<file path="src/rtl/router_out_arb.sv">
// router_out_arb: packet-level round-robin arbiter draining three FIFOs onto one valid/ready egress channel
module router_out_arb #(
    parameter int STALL_MAX = 30
) (
    input  logic       clock,
    input  logic       resetn,
    input  logic [2:0] vld_in,
    input  logic [7:0] din_0,
    input  logic [7:0] din_1,
    input  logic [7:0] din_2,
    output logic [2:0] read_enb,
    output logic [7:0] dout,
    output logic       dout_valid,
    input  logic       dout_ready,
    output logic       dout_last,
    output logic [2:0] grant,
    output logic       busy,
    output logic       stall_err
);
    typedef enum logic [2:0] {IDLE, RD_HDR, WAIT_HDR, RD_BODY, DRAIN} state_t;
    localparam int CW = $clog2(STALL_MAX + 1);

    state_t          state, state_nxt;
    logic [1:0]      ptr, gidx, n1, n2, sel;
    logic [6:0]      remaining;
    logic [CW-1:0]   stall_cnt;
    logic            inflight, inflight_last;
    logic [1:0][7:0] buf_data;
    logic [1:0]      buf_last;
    logic            rd_ptr, wr_ptr;
    logic [1:0]      occ;
    logic [7:0]      din_g;
    logic            vld_g, pop, room, rd, abort, release_g;

    function automatic logic [1:0] inc3(input logic [1:0] x);
        return x == 2'd2 ? 2'd0 : x + 2'd1;
    endfunction

    // Selection, read issue (a slot freed by this cycle's pop may be refilled at once) and buffer head view
    always_comb begin
        n1         = inc3(ptr);
        n2         = inc3(n1);
        sel        = vld_in[ptr] ? ptr : vld_in[n1] ? n1 : n2;
        vld_g      = |(grant & vld_in);
        din_g      = gidx == 2'd0 ? din_0 : gidx == 2'd1 ? din_1 : din_2;
        dout_valid = occ != 2'd0;
        dout       = buf_data[rd_ptr];
        dout_last  = dout_valid & buf_last[rd_ptr];
        pop        = dout_valid & dout_ready;
        room       = ({1'b0, occ} + {2'b0, inflight} - {2'b0, pop}) < 3'd2;
        rd         = vld_g & room & (state == RD_HDR || state == RD_BODY);
        read_enb   = rd ? grant : 3'b000;
        abort      = state == RD_BODY && !vld_g && stall_cnt == CW'(STALL_MAX - 1);
        release_g  = abort || (state == DRAIN && occ == 2'd0 && !inflight);
        busy       = |grant;
    end

    // Next-state logic of the packet sequencer
    always_comb begin
        state_nxt = state;
        case (state)
            IDLE:     state_nxt = |vld_in ? RD_HDR : IDLE;
            RD_HDR:   state_nxt = rd ? WAIT_HDR : RD_HDR;
            WAIT_HDR: state_nxt = inflight ? RD_BODY : WAIT_HDR;
            RD_BODY:  state_nxt = abort ? IDLE : (rd && remaining == 7'd1) ? DRAIN : RD_BODY;
            DRAIN:    state_nxt = release_g ? IDLE : DRAIN;
            default:  state_nxt = IDLE;
        endcase
    end

    // State register
    always_ff @(posedge clock) begin
        if (!resetn)
            state <= IDLE;
        else
            state <= state_nxt;
    end

    // Grant ownership, round-robin pointer, byte countdown and stall watchdog
    always_ff @(posedge clock) begin
        if (!resetn) begin
            grant         <= '0;
            gidx          <= '0;
            ptr           <= '0;
            remaining     <= '0;
            stall_cnt     <= '0;
            inflight      <= 1'b0;
            inflight_last <= 1'b0;
            stall_err     <= 1'b0;
        end else begin
            inflight      <= rd;
            inflight_last <= rd && state == RD_BODY && remaining == 7'd1;
            stall_err     <= abort;
            if (state == IDLE && |vld_in) begin
                grant <= 3'b001 << sel;
                gidx  <= sel;
            end else if (release_g) begin
                grant <= '0;
                ptr   <= inc3(gidx);
            end
            if (state == WAIT_HDR && inflight)
                remaining <= {1'b0, din_g[7:2]} + 7'd1;
            else if (rd && state == RD_BODY)
                remaining <= remaining - 7'd1;
            stall_cnt <= (rd || state != RD_BODY) ? '0 : !vld_g ? stall_cnt + CW'(1) : stall_cnt;
        end
    end

    // Two-entry skid buffer: push returning bytes, pop on handshake, flush on stall abort
    always_ff @(posedge clock) begin
        if (!resetn || abort) begin
            occ      <= '0;
            rd_ptr   <= 1'b0;
            wr_ptr   <= 1'b0;
            buf_data <= '0;
            buf_last <= '0;
        end else begin
            if (inflight) begin
                buf_data[wr_ptr] <= din_g;
                buf_last[wr_ptr] <= inflight_last;
                wr_ptr           <= ~wr_ptr;
            end
            if (pop)
                rd_ptr <= ~rd_ptr;
            occ <= occ + {1'b0, inflight} - {1'b0, pop};
        end
    end
endmodule

</file>
<file path="config.mk">
export PLATFORM = sky130hd
export DESIGN_NAME = router_out_arb
export DESIGN_NICKNAME = d
export VERILOG_FILES = /design/src/rtl/router_out_arb.sv
export SDC_FILE = /design/constraint.sdc
export NUM_CORES = 1
export LEC_CHECK = 0
export BUFFER_PORTS_ARGS = -buffer_cell sky130_fd_sc_hd__clkbuf_2
export CAP_MARGIN = 25
export CORE_ASPECT_RATIO = 0.5
export CORE_MARGIN = 2
export CORE_UTILIZATION = 50
export DETAILED_ROUTE_END_ITERATION = 8
export PLACE_DENSITY = 0.82
export SETUP_SLACK_MARGIN = 0.05
export SYNTH_ARGS = -nofsm -noshare
export SYNTH_HDL_FRONTEND = slang
export SYNTH_SLANG_ARGS = --single-unit
</file>
<file path="constraint.sdc">
create_clock -name clock -period 6.8 [get_ports clock]
set_input_delay 1.36 -clock clock [delete_from_list [all_inputs] [get_ports clock]]
set_output_delay 1.36 -clock clock [all_outputs]
set_load 0.05 [all_outputs]
</file>
==> results.json <==
{
  "antenna_found_initial": 0,
  "layout_common_cells": "50 x nand2_1, 47 x dfxtp_1, 47 x clkbuf_2, 27 x a21oi_1, 25 x nor2_1",
  "area_delta_synth_final_pct": 13.6,
  "wire_per_inst_um": 14.0,
  "slew_headroom_pct": 43.1,
  "grt_pass1_wl_um": 8800,
  "clock_path_buffers": 2,
  "rows": 18,
  "grt_max_degree": 23,
  "die_w_um": 105,
  "synthFlopType": "dfxtp_1",
  "h-tree-depth": 2,
  "vias": 2362,
  "dr.pass1.iters": 4,
  "critPathKind": "in -> out",
  "min-delay-start": "buf_data[0]",
  "final_nets": 389,
  "ir_worst_vdd_mv": 0.139,
  "r2r-end": "remaining[3]",
  "hold_end": "buf_data[0]",
  "hp-class": "reg -> reg",
  "place_ws_ns": 1.61,
  "yosysSeqAreaShare_pct": 37.2,
  "cts_sinks": 47,
  "cts_hold_buf": 0,
  "ff_latch_area_um2": 941,
  "multiInputGateArea_um2": 1470,
  "routed_wirelength_um": 5890,
  "critical_path.startpoint_type": "primary input",
  "rsz0062_at_grt": "false",
  "power_density_nw_per_um2": 256,
  "io_buffers": 47,
  "finalSetupViolations": 0,
  "antenna_cells": 0,
  "viasPerCell": 5.60,
  "root_buffer": "clkbuf_8",
  "synth.top_cell.area_share_pct": 37.2,
  "synth_area_leaders": "dfxtp_1 37%, nand2_1 7.4%, a21oi_1 5.3%",
  "synth_seq_cells": 47,
  "place_hpwl_um": 4330,
  "syn_avg_cell_area_um2": 8.08,
  "worstRegToRegCells": 13,
  "critPathMaxFanout": 5,
  "nFillCells": 464,
  "die_area_um2": 5680,
  "die_y_um": 54.3,
  "p_leak_nw": 1.13,
  "overflow": 0,
  "cp.arrival_ns": 3.84,
  "layout_commonest_cell": "nand2_1",
  "worst_slack_ns": 1.60,
  "first_iter_violations": 104,
  "yosys.area.top_type": "dfxtp_1",
  "syn-cell-area_um2": 2530,
  "netlist_instances": 313,
  "fmax_mhz": 192,
  "period_needed_ns": 5.20,
  "grt_pass1_vias": 1952,
  "boundaryPins": 48,
  "path_clk_slew_ns": 0.09,
  "post-route-util_pct": 58.8,
  "drv_cap": 0,
  "worstSkewPairLatency_ns": 0.31,
  "coreArea_um2": 4890,
  "finalHoldViolations": 0,
  "cts_tree": "yes",
  "synthArstFlopShare_pct": 0,
  "worst_pin_slew_ns": 0.847,
  "yosys_warnings": 0,
  "cts_setup_buffers": 0,
  "drive_gt1_share_pct": 20.2,
  "drc": 0,
  "cp.required_ns": 5.44,
  "regToRegStartpoint": "occ[1]",
  "period_share_pct": 76.5,
  "status": "complete, no violations",
  "synth_edf_count": 0,
  "synth_cell_type_count": 48,
  "tns_ns": 0,
  "min_path_cells": 2,
  "ant_nets": 0,
  "report.final.slew_viol_count": 0,
  "endpoint_kind": "primary output",
  "gr-usage-all-layers_pct": 20.1,
  "ff2ff_setup_slack_ns": 3.51,
  "fin_worst_skew_ns": 0.00825,
  "synth_nets": 351,
  "start_util_pct": 51.7,
  "cts_inserted_buffers": 5,
  "holdWs_ns": 0.458,
  "routabilityCongestion": 0.838,
  "cts_resized": 0
}
[cell type report]
class	instances	share of cell area [%]
clock buffer	5	2.40
clock inverter	3	0.697
inverter	10	1.31
multi-input combinational	238	51.1
sequential	47	32.8
tap	70	3.05
timing repair buffer	49	8.71
[how the worst max path moves through the flow]
stage / from / endpoint / slack, ns / cells past startpoint
2_1_floorplan: dout_ready / read_enb[0] / 1.97 / 9
3_3_place_gp: dout_ready / read_enb[1] / 1.68 / 11
3_5_place_dp: dout_ready / read_enb[2] / 1.61 / 11
4_1_cts: dout_ready / read_enb[2] / 1.59 / 11
5_1_grt: dout_ready / read_enb[0] / 1.40 / 11
6_report: dout_ready / read_enb[2] / 1.60 / 11
[power by group]
part / internal (mW) / switching [mW] / leakage (nW) / total [mW]
combinational: 0.0820 / 0.153 / 0.714 / 0.235
sequential: 0.294 / 0.0364 / 0.380 / 0.330
clock: 0.0716 / 0.0974 / 0.0402 / 0.169
[flip-flops by register name, summed over array words and instances, names as in the netlist]
signal / flops
occ: 2
rd_ptr: 1
buf_last: 2
inflight_last: 1
stall_cnt: 5
ptr: 2
remaining: 7
buf_data: 16
inflight: 1
grant: 3
stall_err: 1
gidx: 2
state: 3
wr_ptr: 1
[metrics by stage]
stage,power (mW),instances,cell area [um^2]
after floorplan,0.513,313,2530
after global placement,0.560,414,2780
after detailed placement,0.570,414,2780
after CTS,0.736,422,2870
after global routing,0.773,422,2870
final,0.734,422,2870
[per-layer routing]
metal	share of wire [%]	vias up	GRT usage [%]
li1	-	1179	-
met1	46	1119	25.1
met2	48	57	36.3
met3	5.3	7	4.29
met4	1.0	0	6.22
met5	0	-	0
[cells in the mapped netlist (all sizes together), types with 3 or more instances]
cell    instances
clkbuf         11
nor3            6
a211oi          5
nand2b          3
nand4           7
nor2           25
inv             9
and2            5
buf             7
xnor2           5
dfxtp          47
a21oi          27
ha              7
nand3          19
nand2          50
mux2           10
nand4b          3
nor4            6
mux2i           9
xor2            8
or3             5
o21ai          13
[critical path, stage by stage]
cell and delay [ns]:
clkbuf_2 0.08, and2_1 0.16, ha_1 0.28, inv_1 0.06
ha_1 0.13, inv_1 0.05, fa_1 0.52, inv_1 0.08
nor4_1 0.64, and2_1 0.22, clkbuf_2 0.27
[cells by family after synthesis]
| group | after synthesis | synth area share, % |
|---|---|---|
| flip-flops | 47 | 37.2 |
| buffers and inverters | 28 | 4.75 |
| AO/OA/AOI/OAI | 62 | 15.3 |
| XOR/XNOR | 13 | 4.50 |
| multiplexers | 19 | 8.02 |
| AND/OR/NAND/NOR | 136 | 26.0 |
| adder cells (fa/ha/maj) | 8 | 4.26 |
No activity file was read; power rests on OpenSTA's default activity.
